File: src/rtl/pipe_scheduler_if.sv
// Purpose : handshake/bus bundle between game control, pipe_scheduler and the height table / renderer.
// Latency : none; this file only carries wires.
// Flow    : level/pulse signalling only. There is no backpressure path.
// Ports   : start/crash/frame_tick come from game control and the video timing.
//           rom_idx/cla/x_offset/score/running/dead go to the height table and the renderer.
interface pipe_scheduler_if;
    logic       start;
    logic       crash;
    logic       frame_tick;
    logic [2:0] rom_idx;
    logic [3:0] cla;
    logic [9:0] x_offset;
    logic [7:0] score;
    logic       running;
    logic       dead;

    // Game-control side: drives the requests and observes the scheduler state.
    modport master (
        output start, crash, frame_tick,
        input  rom_idx, cla, x_offset, score, running, dead
    );

    // Scheduler side.
    modport slave (
        input  start, crash, frame_tick,
        output rom_idx, cla, x_offset, score, running, dead
    );
endinterface

File: src/rtl/pipe_scheduler.sv
// Purpose : sequences the pipe-obstacle height table (rotation index, difficulty class, scroll phase, score).
// Latency : every output is registered. Counter updates appear one clk after the frame_tick edge.
// Flow    : no backpressure. A frame_tick that arrives outside RUN, or together with crash, is dropped.
// Ports   : clk, rst (async active-high), and bus (slave modport).
//           bus inputs : start (level), crash (level), frame_tick (pulse).
//           bus outputs: rom_idx 0..4, cla 0..MAX_CLA, x_offset, score, running, dead.
module pipe_scheduler #(
    parameter int SPACING         = 128,
    parameter int SPEED           = 2,
    parameter int PIPES_PER_LEVEL = 4,
    parameter int MAX_CLA         = 10
) (
    input  logic             clk,
    input  logic             rst,
    pipe_scheduler_if.slave  bus
);

    localparam int LVL_W = (PIPES_PER_LEVEL > 1) ? $clog2(PIPES_PER_LEVEL) : 1;

    localparam logic [10:0]      SPACING_W = 11'(SPACING);
    localparam logic [10:0]      SPEED_W   = 11'(SPEED);
    localparam logic [9:0]       X_START   = 10'(SPACING - 1);
    localparam logic [3:0]       CLA_MAX   = 4'(MAX_CLA);
    localparam logic [LVL_W-1:0] LVL_LAST  = LVL_W'(PIPES_PER_LEVEL - 1);

    typedef enum logic [1:0] {
        IDLE = 2'd0,
        RUN  = 2'd1,
        DEAD = 2'd2
    } state_t;

    state_t           state;
    state_t           state_nxt;
    logic [LVL_W-1:0] lvl_cnt;
    logic [10:0]      x_ext;
    logic             clear;
    logic             advance;

    // The scroll arithmetic is done in 11 bits, so the wrap sum cannot overflow before truncation.
    assign x_ext   = {1'b0, bus.x_offset};

    // IDLE holds every counter at its reset value. Leaving DEAD wipes the frozen screen.
    assign clear   = (state == IDLE) || ((state == DEAD) && bus.start);

    // crash wins over a same-cycle tick, so that tick never moves a counter.
    assign advance = (state == RUN) && bus.frame_tick && !bus.crash;

    always_ff @(posedge clk or posedge rst) begin
        if (rst) begin
            state <= IDLE;
        end else begin
            state <= state_nxt;
        end
    end

    always_comb begin
        state_nxt = state;
        unique case (state)
            IDLE:    if (bus.start) state_nxt = RUN;
            RUN:     if (bus.crash) state_nxt = DEAD;
            DEAD:    if (bus.start) state_nxt = IDLE;
            default: state_nxt = IDLE;
        endcase
    end

    // The status flags are registered from the next state, so they track the state register exactly.
    always_ff @(posedge clk or posedge rst) begin
        if (rst) begin
            bus.running <= 1'b0;
            bus.dead    <= 1'b0;
        end else begin
            bus.running <= (state_nxt == RUN);
            bus.dead    <= (state_nxt == DEAD);
        end
    end

    always_ff @(posedge clk or posedge rst) begin
        if (rst) begin
            bus.rom_idx  <= 3'd0;
            bus.cla      <= 4'd0;
            bus.x_offset <= X_START;
            bus.score    <= 8'd0;
            lvl_cnt      <= '0;
        end else if (clear) begin
            bus.rom_idx  <= 3'd0;
            bus.cla      <= 4'd0;
            bus.x_offset <= X_START;
            bus.score    <= 8'd0;
            lvl_cnt      <= '0;
        end else if (advance) begin
            if (x_ext >= SPEED_W) begin
                bus.x_offset <= 10'(x_ext - SPEED_W);
            end else begin
                // A pipe has scrolled off. Re-enter the next pitch with the leftover phase.
                bus.x_offset <= 10'(x_ext + SPACING_W - SPEED_W);
                bus.rom_idx  <= (bus.rom_idx == 3'd4) ? 3'd0 : bus.rom_idx + 3'd1;
                if (bus.score != 8'hFF) begin
                    bus.score <= bus.score + 8'd1;
                end
                if (lvl_cnt == LVL_LAST) begin
                    lvl_cnt <= '0;
                    if (bus.cla < CLA_MAX) begin
                        bus.cla <= bus.cla + 4'd1;
                    end
                end else begin
                    lvl_cnt <= lvl_cnt + LVL_W'(1);
                end
            end
        end
    end

endmodule
File: src/flat_wrapper.sv
// flat-port wrapper written by rule: the top's interface ports become plain ports
module pipe_scheduler_flat 
#(
    parameter int SPACING         = 128,
    parameter int SPEED           = 2,
    parameter int PIPES_PER_LEVEL = 4,
    parameter int MAX_CLA         = 10
)
  (clk, rst, bus_start, bus_crash, bus_frame_tick, bus_rom_idx, bus_cla, bus_x_offset, bus_score, bus_running, bus_dead);
  pipe_scheduler_if bus_i ();
  input  logic clk;
  input  logic rst;
  input wire logic [$bits(bus_i.start)-1:0] bus_start;
  input wire logic [$bits(bus_i.crash)-1:0] bus_crash;
  input wire logic [$bits(bus_i.frame_tick)-1:0] bus_frame_tick;
  output wire logic [$bits(bus_i.rom_idx)-1:0] bus_rom_idx;
  output wire logic [$bits(bus_i.cla)-1:0] bus_cla;
  output wire logic [$bits(bus_i.x_offset)-1:0] bus_x_offset;
  output wire logic [$bits(bus_i.score)-1:0] bus_score;
  output wire logic [$bits(bus_i.running)-1:0] bus_running;
  output wire logic [$bits(bus_i.dead)-1:0] bus_dead;
  assign bus_i.start = bus_start;
  assign bus_i.crash = bus_crash;
  assign bus_i.frame_tick = bus_frame_tick;
  assign bus_rom_idx = bus_i.rom_idx;
  assign bus_cla = bus_i.cla;
  assign bus_x_offset = bus_i.x_offset;
  assign bus_score = bus_i.score;
  assign bus_running = bus_i.running;
  assign bus_dead = bus_i.dead;
  pipe_scheduler #(.SPACING(SPACING), .SPEED(SPEED), .PIPES_PER_LEVEL(PIPES_PER_LEVEL), .MAX_CLA(MAX_CLA)) u_core (.clk(clk), .rst(rst), .bus(bus_i));
endmodule
File: config.mk
export PLATFORM = sky130hd
export DESIGN_NAME = pipe_scheduler_flat
export DESIGN_NICKNAME = d
export VERILOG_FILES = /design/src/rtl/pipe_scheduler_if.sv /design/src/rtl/pipe_scheduler.sv /design/src/flat_wrapper.sv
export SDC_FILE = /design/constraint.sdc
export NUM_CORES = 1
export LEC_CHECK = 0
export BUFFER_PORTS_ARGS = -buffer_cell sky130_fd_sc_hd__buf_2
export CAP_MARGIN = 20
export CORE_MARGIN = 8
export CORE_UTILIZATION = 55
export CTS_CLUSTER_DIAMETER = 40
export CTS_CLUSTER_SIZE = 14
export DETAILED_ROUTE_END_ITERATION = 16
export GPL_TIMING_DRIVEN = 0
export PLACE_DENSITY_LB_ADDON = 0.05
export SYNTH_ARGS = -nofsm -noshare
export SYNTH_HDL_FRONTEND = slang
export SYNTH_SLANG_ARGS = --single-unit
File: constraint.sdc
create_clock -name clk -period 3.1 [get_ports clk]
set_input_delay 0.155 -clock clk [delete_from_list [all_inputs] [get_ports clk]]
set_output_delay 0.155 -clock clk [all_outputs]
set_load 0.005 [all_outputs]
==> metrics.md <==
| Metric | Value |
|---|---|
| CTS clk-pin slew, worst paths | `100 ps` |
| CTS Buf Count | `5` |
| Initial antenna violation count | `0` |
| CP startpoint kind | `flop` |
| Layout Skew | `10.1 ps` |
| Total power draw | `949 uW` |
| Layout cell share with drive strength beyond 1 | `0.265` |
| Clock share of power | `0.289` |
| Rel. slew slack | `0.445` |
| Clk buf depth | `2` |
| Synth top cells by count | `dfrtp_1, nand2_1, o21ai_0, nor2_1, inv_1` |
| CP peak stage delay | `520 ps` |
| Placeable Area | `0.00278 mm2` |
| Register area share after synthesis | `0.482` |
| Initial DRC count | `100` |
| Routed WL per cell | `15.9 um` |
| Die Y | `70.4 um` |
| Via/cell ratio | `6.05` |
| Flop pwr share | `0.489` |
| Vias | `1421` |
| Crit-path slowest cell | `nor4_1` |
| Die X | `70.4 um` |
| Layout area overhead | `18.4%` |
| Critical path class | `reg -> reg` |
| NetSw | `308 uW` |
| Worst EP required | `3370 ps` |
| I/O Buffers | `31` |
| Hold Crit Class | `in -> reg` |
| RSZ-0062 raised after global routing | `no` |
| Clock latency on the worst-skew pair | `330 ps` |
| Crit share post-route | `0.774` |
| Clock Tree Root | `clkbuf_4` |
| Diode count | `0` |
| Synth Warn # | `0` |
| Max Clock Freq | `417 MHz` |
| Die ar. | `0.00496 mm2` |
| Slew Limit Fails | `0` |
| Mapped Nets | `174` |
| CTS tree | `yes` |
| # setup viols final | `0` |
| H-tree levels | `2` |
| Post-synth cell types | `47` |
| Comb pwr share | `0.222` |
| Routed WL | `3.75 mm` |
| Post-DP HPWL | `2.73 mm` |
| Count leader, synth | `dfrtp_1` |
| Data arrival time of the worst path | `2670 ps` |
| Post-Layout Cell Count | `235` |
| Antenna-violating nets left | `0` |
| Internal | `641 uW` |
| Worst VDD drop | `0.508 mV` |
| Post-CTS Setup Repair Bufs | `0` |
| Worst path cell trace | `or4_1, buf_2, nor4_1, clkbuf_1, a21oi_1, o21ba_2` |
| GR Overflow Total | `0` |
| I/O pin count | `32` |
| Switching Share | `0.325` |
| Cell taking the most area after synthesis | `dfrtp_1` |
| P_leak | `0.000898 uW` |
| Num rows | `19` |
| Max-Cap Viols | `0` |
| Inst Count DP | `226` |
| Nets@finish | `214` |
| Post-CTS resize count | `0` |
| Final hold vios | `0` |
| Mapped Area | `0.00163 mm2` |
| Syn Area/Cell | `9.99 um2` |
| Synth top area cells | `dfrtp_1, dfstp_2, ha_1, o21ai_0, nand2_1` |
| Sequential standard cell area | `785 um2` |
| Tmin final | `2400 ps` |
| Flop-to-flop setup slack | `700 ps` |
| Largest net degree at the start of global routing | `20` |
| Async SR Flop Fraction | `1.00` |
| Post-Synthesis Cells | `163` |
| Worst Setup End Kind | `flop` |
| Starting Density | `0.585` |
| First-pass GRT wire length | `6.31 mm` |
| Final Wtd Congestion | `0.843` |
| Pwr dens | `492 mW/mm2` |
| EDFF count, synth | `0` |
| Outcome | `completed` |
| Filler Cell Count | `224` |
| Clock Sink Count | `31` |
| GRT Overall Usage | `0.154` |
| Setup tns final | `0 ps` |
| Vias in the first global route | `1391` |
| Main synth FF type | `dfrtp_1` |
| Yosys top cell area share | `0.369` |
| Crit-path max FO | `10` |
| DR DRC count | `0` |
| Yosys reg bits | `31` |
| Worst-margin pin slew | `821 ps` |
| Detailed Routing Iterations Pass 1 | `4` |
| Multi-input gate area | `771 um2` |
[final timing paths]
path | start | to | cells after the start
max | u_core.bus.x_offset[6] | u_core.bus.score[4] | 6
min | bus_crash | u_core.state[0] | 2
max reg2reg | u_core.bus.x_offset[6] | u_core.bus.score[4] | 6
min reg2reg | u_core.lvl_cnt[0] | u_core.lvl_cnt[0] | 1
max in group asynchronous | rst | u_core.bus.x_offset[3] | 4
min in group asynchronous | rst | u_core.bus.score[6] | 3
[critical path, delay by kind of cell, from the launching register on]
family	cells	cell delay [ps]
buf+inv	2	580
simple gates	2	1020
compound gates	2	360
flops	1	390
[flip-flops by register name (all words and copies together) (netlist names)]
signal	count
u_core.bus.cla	4
u_core.bus.rom_idx	3
u_core.bus.x_offset	10
u_core.state	2
u_core.bus.dead	1
u_core.bus.score	8
u_core.bus.running	1
u_core.lvl_cnt	2
[timing repair]
action,CTS,global route
hold endpoints to repair,12,0
hold buffers,1,0
setup endpoints to repair,0,0
[metrics by stage]
stage,util,instance area [um2],setup slack (ps),hold slack (ps)
floorplan,-,1630,955,253
global placement,0.655,1820,749,396
detailed placement,0.665,1850,734,235
CTS,0.693,1930,727,58.2
global route,0.693,1930,579,67.9
finish,0.693,1930,702,77.3
[cell usage in the layout (no fill, tap or decap), drive strengths merged, types with 5 or more instances in the layout]
cell type	netlist	final
ha	6	6
inv	8	8
dfstp	7	7
nor2	9	9
o21ai	11	11
dfrtp	24	24
clkbuf	4	12
and2	5	5
buf	3	35
a21oi	7	7
nand3	6	6
nand2	14	14
nor4	5	5
[area by class of cell]
cell class,instances,share of cell area
flip-flops and latches,31,0.407
clock buffers,8,0.0357
repair buffers,33,0.0999
well taps,31,0.0201
multi-input cells,117,0.400
plain buffers,7,0.0221
inverters,8,0.0156
[kinds of logic (layout without fill, tap and decap cells)]
family | after synthesis | in the layout | share of synthesized area
AOI/OAI and AO/OA | 37 | 37 | 0.153
muxes | 2 | 2 | 0.0131
and+or+nand+nor | 68 | 68 | 0.240
adders and majority gates | 6 | 6 | 0.0461
buffers and inverters | 15 | 56 | 0.0446
xor gates and xnor gates | 4 | 4 | 0.0215
DFF | 31 | 31 | 0.482
[metal layers]
| metal | routed length, um | part of all wire | global-route usage |
|---|---|---|---|
| met1 | 1650 | 0.44 | 0.179 |
| met2 | 1880 | 0.50 | 0.256 |
| met3 | 198 | 0.053 | 0.0438 |
| met4 | 18 | 0.0048 | 0.0670 |
| met5 | 0 | 0 | 0 |
[power groups by stage]
stage / logic, uW / clock network [uW] / registers (uW)
2_1_floorplan: 131 / 0 / 469
3_3_place_gp: 197 / 0 / 468
3_5_place_dp: 209 / 0 / 472
4_1_cts: 212 / 280 / 464
5_1_grt: 232 / 298 / 467
6_report: 211 / 275 / 464
No activity file was read; power rests on OpenSTA's default activity.
